==> src/rtl/w5500_spi_frame.sv <==
// W5500 variable-length-data-mode SPI frame engine: 16-bit address, control byte,
// then length data bytes, with write data pulled via o_rdreq and read data on o_den/o_dout.
module w5500_spi_frame #(
  parameter int unsigned CLK_DIV  = 2,
  parameter int unsigned CS_SETUP = 2,
  parameter int unsigned CS_HOLD  = 2,
  parameter int unsigned CS_IDLE  = 4
) (
  input  logic        clk,
  input  logic        rst_n,
  input  logic        start,
  input  logic [7:0]  cmd,
  input  logic [15:0] addr,
  input  logic [15:0] length,
  input  logic [7:0]  dat,
  output logic        o_rdreq,
  output logic        o_wrend,
  output logic        o_den,
  output logic [7:0]  o_dout,
  output logic        o_busy,
  output logic        spi_cs_n,
  output logic        spi_sclk,
  output logic        spi_mosi,
  input  logic        spi_miso
);

  localparam int unsigned CW = 16;

  typedef enum logic [3:0] {
    IDLE, SETUP, HDR, BREQ, BWAIT, BLAT, DATA, HOLD, DONE, GAP
  } state_t;

  state_t        state, state_nxt;
  logic [CW-1:0] cnt;
  logic [4:0]    bitcnt;
  logic [23:0]   shreg;
  logic [7:0]    rx;
  logic [15:0]   rem;
  logic          rwb;
  logic          den_pend;

  logic shifting_c, half_end_c, rise_c, fall_c;
  logic cs_n_d, sclk_d, rdreq_d, wrend_d, busy_d;

  assign shifting_c = (state == HDR) || (state == DATA);
  assign half_end_c = (cnt == CW'(CLK_DIV - 1));
  assign rise_c     = shifting_c && !spi_sclk && half_end_c;
  assign fall_c     = shifting_c &&  spi_sclk && half_end_c;

  // State register
  always_ff @(posedge clk or negedge rst_n) begin
    if (!rst_n) state <= IDLE;
    else        state <= state_nxt;
  end

  // Next-state logic
  always_comb begin
    state_nxt = state;
    case (state)
      IDLE:  if (start) state_nxt = SETUP;
      SETUP: if (cnt == CW'(CS_SETUP - 1)) state_nxt = HDR;
      HDR:   if (fall_c && bitcnt == 5'd23) state_nxt = (rem == 16'd0) ? HOLD : BREQ;
      BREQ:  state_nxt = BWAIT;
      BWAIT: state_nxt = BLAT;
      BLAT:  state_nxt = DATA;
      DATA:  if (fall_c && bitcnt == 5'd7) state_nxt = (rem <= 16'd1) ? HOLD : BREQ;
      // Trailing cycles keep o_wrend at least CS_HOLD+3 cycles behind the last o_den
      HOLD:  if (cnt == CW'(CS_HOLD + 2)) state_nxt = DONE;
      DONE:  state_nxt = GAP;
      GAP:   if (cnt == CW'(CS_IDLE - 1)) state_nxt = IDLE;
      default: state_nxt = IDLE;
    endcase
  end

  // Next values of the registered control outputs
  always_comb begin
    cs_n_d  = (state_nxt == IDLE) || (state_nxt == DONE) || (state_nxt == GAP) ||
              (state == HOLD && cnt >= CW'(CS_HOLD - 1));
    sclk_d  = shifting_c && (spi_sclk ^ half_end_c);
    rdreq_d = (state_nxt == BREQ) && rwb;
    wrend_d = (state_nxt == DONE);
    busy_d  = !((state_nxt == IDLE) || (state_nxt == GAP));
  end

  always_ff @(posedge clk or negedge rst_n) begin
    if (!rst_n) begin
      spi_cs_n <= 1'b1;
      spi_sclk <= 1'b0;
      o_rdreq  <= 1'b0;
      o_wrend  <= 1'b0;
      o_busy   <= 1'b0;
    end else begin
      spi_cs_n <= cs_n_d;
      spi_sclk <= sclk_d;
      o_rdreq  <= rdreq_d;
      o_wrend  <= wrend_d;
      o_busy   <= busy_d;
    end
  end

  // Counters, shift registers and read-byte return path
  always_ff @(posedge clk or negedge rst_n) begin
    if (!rst_n) begin
      cnt      <= '0;
      bitcnt   <= '0;
      shreg    <= '0;
      rx       <= '0;
      rem      <= '0;
      rwb      <= 1'b0;
      den_pend <= 1'b0;
      spi_mosi <= 1'b0;
      o_den    <= 1'b0;
      o_dout   <= '0;
    end else begin
      if (state_nxt != state || state == IDLE || (shifting_c && half_end_c))
        cnt <= '0;
      else
        cnt <= cnt + CW'(1);

      if (state_nxt != state) bitcnt <= '0;
      else if (fall_c)        bitcnt <= bitcnt + 5'd1;

      if (state == IDLE && start) begin
        shreg    <= {addr, cmd};
        spi_mosi <= addr[15];
        rem      <= length;
        rwb      <= cmd[2];
      end else if (fall_c) begin
        shreg    <= {shreg[22:0], 1'b0};
        spi_mosi <= shreg[22];
      end else if (state == BLAT) begin
        shreg    <= {(rwb ? dat : 8'h00), 16'h0000};
        spi_mosi <= rwb & dat[7];
      end

      if (rise_c) rx <= {rx[6:0], spi_miso};

      if (state == DATA && fall_c && bitcnt == 5'd7)
        rem <= (rem != 16'd0) ? rem - 16'd1 : 16'd0;

      den_pend <= rise_c && (state == DATA) && (bitcnt == 5'd7) && !rwb;
      o_den    <= den_pend;
      if (den_pend) o_dout <= rx;
    end
  end

endmodule
==> config.mk <==
export PLATFORM = sky130hd
export DESIGN_NAME = w5500_spi_frame
export DESIGN_NICKNAME = d
export VERILOG_FILES = /design/src/rtl/w5500_spi_frame.sv
export SDC_FILE = /design/constraint.sdc
export NUM_CORES = 1
export LEC_CHECK = 0
export BUFFER_PORTS_ARGS = -buffer_cell sky130_fd_sc_hd__buf_2
export CAP_MARGIN = 20
export CORE_ASPECT_RATIO = 1.1
export CORE_MARGIN = 2
export CORE_UTILIZATION = 60
export DETAILED_ROUTE_END_ITERATION = 7
export PLACE_DENSITY_LB_ADDON = 0.15
export REMOVE_ABC_BUFFERS = 1
export SLEW_MARGIN = 15
export SYNTH_ARGS = -nofsm -noshare
export SYNTH_HDL_FRONTEND = slang
export SYNTH_SLANG_ARGS = --single-unit
export TNS_END_PERCENT = 10
==> constraint.sdc <==
create_clock -name clk -period 5.1 [get_ports clk]
set_input_delay 0 -clock clk [delete_from_list [all_inputs] [get_ports clk]]
set_output_delay 0 -clock clk [all_outputs]
set_load 0.1 [all_outputs]
### After elaboration in Yosys (flattened, before gate mapping)

Cells that the tools add are included.
Widths: inputs -> output; s select.

* bits of input ports: 52
* flip-flop bits (word level): 89
* word-level logic and storage cells: 96

* reduce and logical (&&, ||, !) cells: 33
* eq/ne operators: 18
* $add $sub $neg: 3
* bitwise logic cells: 2
* mux-type cells: 22
* $lt $le $gt $ge: 2

Operators with widths (count)
* $mux 23: 3
* $mux 16: 4
* $pmux 4 s10: 1
* $mux 4: 6
* $add 16x1->16 const B: 1
* $eq 16x1->1 const B: 1
* $eq 16x2->1 const B: 1
* $eq 16x3->1 const B: 1
* $eq 4x3->1 const B: 4
* $eq 4x4->1 const B: 4
* $ge 16x1->1 const B: 1
* $le 16x1->1 const B: 1
* $logic_and 1x1->1: 16
* $logic_not 16->1: 1
* $reduce_bool 16->1: 1
* $sub 16x1->16 const B: 1
* $eq 4x2->1 const B: 3
* $mux 5: 2
* $logic_not 4->1: 2
* $logic_or 1x1->1: 7
* $mux 7: 1
* $mux 3: 2
* $add 5x1->5 const B: 1
* $eq 5x3->1 const B: 1
* other kinds (9): 14

### Longest topological paths before layout

* word-level depth: 11
* mapped depth: 9
* depth with buffers taken out: 9

### Worst setup path before layout

Ideal clock, no wire load.

* path kind: register to register
* from: register cnt[1]
* to: register cnt[10]
* arrival time: 2.750 ns
* clock period less this slack: 2.871 ns
* setup time: 0.121 ns
* slack: 2.229 ns
* data required time: 4.979 ns
* stages on the path, launching flop included: 10
* cells stage by stage: dfrtp_1 -> inv_1 -> ha_1 -> or4b_2 -> nor4_2 -> mux2i_1 -> nor4_4 -> o211ai_1 -> buf_2 -> nor2_1

* word-level cells in the longest chain between the ends: 9

RTL lines
* start, declared: RTL line 34 `logic [CW-1:0] cnt;`
* start signal, assigned: RTL line 118 `cnt <= cnt + CW'(1);`
* $eq 16x1->1: RTL line 46, 61
* $logic_and 1x1->1: RTL line 48 `assign fall_c = shifting_c && spi_sclk && half_end_c;`
* $logic_and 1x1->1, on equally long branches: RTL line 66, 62
* $mux 4, on equally long branches: RTL line 66, 62
* $pmux 4 s10: RTL line 59 `case (state)`
* $ne 4x4->1: RTL line 115 `if (state_nxt != state || state == IDLE || (shifting_c && half_end_c))`
* $logic_or 1x1->1 (2 in a row): RTL line 115
* $mux 16 *: RTL line 115

Mark *: on every way between the ends. The rest lies on a longest branch, timed or not.
A chain may end at the register's enable or synchronous reset.

### Worst setup path in the final report

* from: register cnt[1]
* to: register cnt[13]

The elaborated chain is that of the path after synthesis.

==> results.cfg <==
[routing]
dr.pass1.iters = 4
ant_nets = 0
route.detailed.drc = 0
drt-total-wl_mm = 9.884
drt_iter0_drc = 237
avgViaCountPerCell = 5.776
wire_per_inst_um = 14.95
route.vias.total = 3818

[clock_network]
clkTransAtPathRegs_ns = 0.09
root_buffer = clkbuf_8
cts.sinks = 89
cts_inserted_buffers = 9
cts_tree = done
htreeDepth = 3
clk_path_buf_depth = 2
cts_setup_buffers = 0
clock_latency_ns = 0.36

[worst_hold_path]
hold_path.class = input port to flip-flop

[synth]
synth_seq_cells = 89
synthCells = 471
async_flop_share_pct = 100.0
synth_commonest_cells = dfrtp_1 (88), nand2_1 (84), nor2_1 (56), o21ai_0 (19), clkbuf_1 (18)
synthSimpleGateAreaFrac_pct = 23.46
synth_top_family_by_area = simple AND/OR/NAND/NOR gates
ys.flop_type = dfrtp_1
yosys_warnings = 0
synth_area_per_cell_um2 = 9.510
synth_edf_count = 0
synth_top_area_share_pct = 49.16
muxShareOfSynthArea_pct = 4.469
synth_area_leader_cell = dfrtp_1
synth_compound_gate_area_share_pct = 13.32
yosysUniqueCellTypes = 58
synth_xor_area_share_pct = 3.911
syn_area_um2 = 4479
synth_adder_area_share_pct = 1.955
yosysSeqAreaShare_pct = 49.75
synth_area_leaders = dfrtp_1 (49%), nand2_1 (7.0%), nor2_1 (4.7%), mux2_2 (4.0%), a22oi_1 (2.5%)
synth.most_common_cell = dfrtp_1

[placed_design]
portBuffers = 66
gp_congestion = 0.9193
place_hpwl_mm = 6.359

[global_routing]
grt_pass1_vias = 3599
track_usage_pct = 25.16
grt-ovfl-total = 0
antenna_found_initial = 0
grt_pass1_wl_mm = 16.43
grt_max_degree = 90

[floorplanning]
num_rows = 33
die_x_um = 86.38
die_area_um2 = 8173
io_pins = 67
start_util_pct = 60.95
core_area_um2 = 7350
chipHeight_um = 94.62

[job]
maxCapViolations = 0

[finish]
nNetsFinal = 628
seqCellArea_um2 = 2228
drive_gt1_share_pct = 20.03
postLayoutCoreUtil_pct = 74.50
multiInputGateArea_um2 = 2126
antenna_cells = 0
areaGrowthSynthToFinish_pct = 22.23
fill_cells = 534

[critical_path]
worstPathArrival_ns = 3.60
criticalPathCategory = flip-flop to flip-flop
startpoint_type = flip-flop
critPathCaptureType = flip-flop
worstPathMaxFanout = 13
cp.required_ns = 5.34

[timing]
drv_slew = 0
rsz0062_at_grt = no
fin_skew_ns = 0.01072
min_period_ns = 3.360
hold_violations = 0
setup_viol = 0
max_freq_ghz = 0.2976
fin_crit_sh_pct = 65.88
tightest_slew_ns = 0.8821
finalSetupTns_ns = 0
relSlewSlack_pct = 41.19

[pwr]
p_leak_nw = 2.585
peakVddDrop_mv = 0.2689
power.density_nw_per_um2 = 435.6

[status]
outcome = completed
[path summary, 6_finish.rpt]
path                          start   endpoint  slack, ns  depth (start not counted)
max                          cnt[1]    cnt[13]       1.74                          9
min                          dat[6]  shreg[22]       0.12                          5
max reg2reg                  cnt[1]    cnt[13]       1.74                          9
min reg2reg                shreg[5]   shreg[5]       0.47                          2
max in group asynchronous     rst_n   spi_sclk       4.28                          2
min in group asynchronous     rst_n   shreg[7]       0.24                          2
[registers in the layout (all words and copies together) (netlist names)]
signal / count
o_busy: 1
cnt: 16
o_den: 1
spi_mosi: 1
den_pend: 1
spi_cs_n: 1
rx: 8
state: 4
o_wrend: 1
spi_sclk: 1
shreg: 23
rwb: 1
o_rdreq: 1
rem: 16
bitcnt: 5
o_dout: 8
[area by class of cell]
type                    instances  area share (%)
clock buffers                   9           2.262
clock inverters                 7          0.9598
inverters                      11          0.7541
multi-input cells             346           38.83
flip-flops and latches         89           40.70
well taps                      87           1.988
repair buffers                112           14.51
[per-layer routing]
layer	track usage, %	vias up	wire length, um
met1	34.66	1829	4538
li1	-	1872	-
met2	40.71	107	4745
met4	7.682	0	95
met5	0	-	0
met3	4.720	10	504
[through the flow]
step | std cells | hold WS, ns | total power [mW] | setup slack (ns) | area (um^2)
2_1_floorplan | 446 | -0.2956 | 1.674 | 0.7994 | 4380
6_report | 661 | 0.1170 | 2.385 | 1.740 | 5475
3_5_place_dp | 602 | 0.2157 | 1.908 | 1.453 | 4867
4_1_cts | 660 | 0.1073 | 2.378 | 1.441 | 5464
5_1_grt | 661 | 0.1566 | 2.566 | 1.579 | 5475
3_3_place_gp | 601 | 0.2010 | 1.876 | 1.549 | 4852
[logic make-up (layout without fill, tap and decap cells)]
group | Yosys count | in the layout
simple gates | 217 | 217
flops | 89 | 89
compound gates | 84 | 84
buf+inv | 36 | 139
xor+xnor | 20 | 20
mux | 18 | 18
fa+ha+maj | 7 | 7
[where the power goes]
group	leakage [nW]	switching, mW	internal (mW)	total, mW
Clock	0.0783	0.263	0.179	0.443
Combinational	1.34	0.501	0.333	0.834
Sequential	1.17	0.192	0.917	1.11
[repair_timing]
item	CTS	global route
endpoints found under the hold margin	130	0
hold buffers	42	0
gates resized for setup	0	0
[worst max-delay path, cell delays in order (launching register included)]
cell and delay (ns):
dfrtp_1 0.40, inv_1 0.08, ha_1 0.19, or4b_2 0.63, nor4_2 0.63, a31o_2 0.44, nor4_4 0.10, o211ai_1 0.40
clkbuf_4 0.32, nor2_1 0.07
[layout by cell type, fill, tap and decap left out, types with 4 or more instances in the layout]
cell,n
xor2_1,11
nand3_1,12
a211oi_1,8
inv_1,10
dlygate4sd3_1,42
nor3_1,9
clkinvlp_4,4
nand4_1,7
o31ai_1,8
ha_1,7
nor2_1,55
buf_2,65
nor4_1,5
and3_1,6
nand2_1,84
clkbuf_8,9
mux2_2,16
o21ai_0,19
o311ai_0,5
or3_1,6
xnor2_1,9
o211ai_1,8
dfrtp_1,88
a22oi_1,15
No activity file was read; power rests on OpenSTA's default activity.
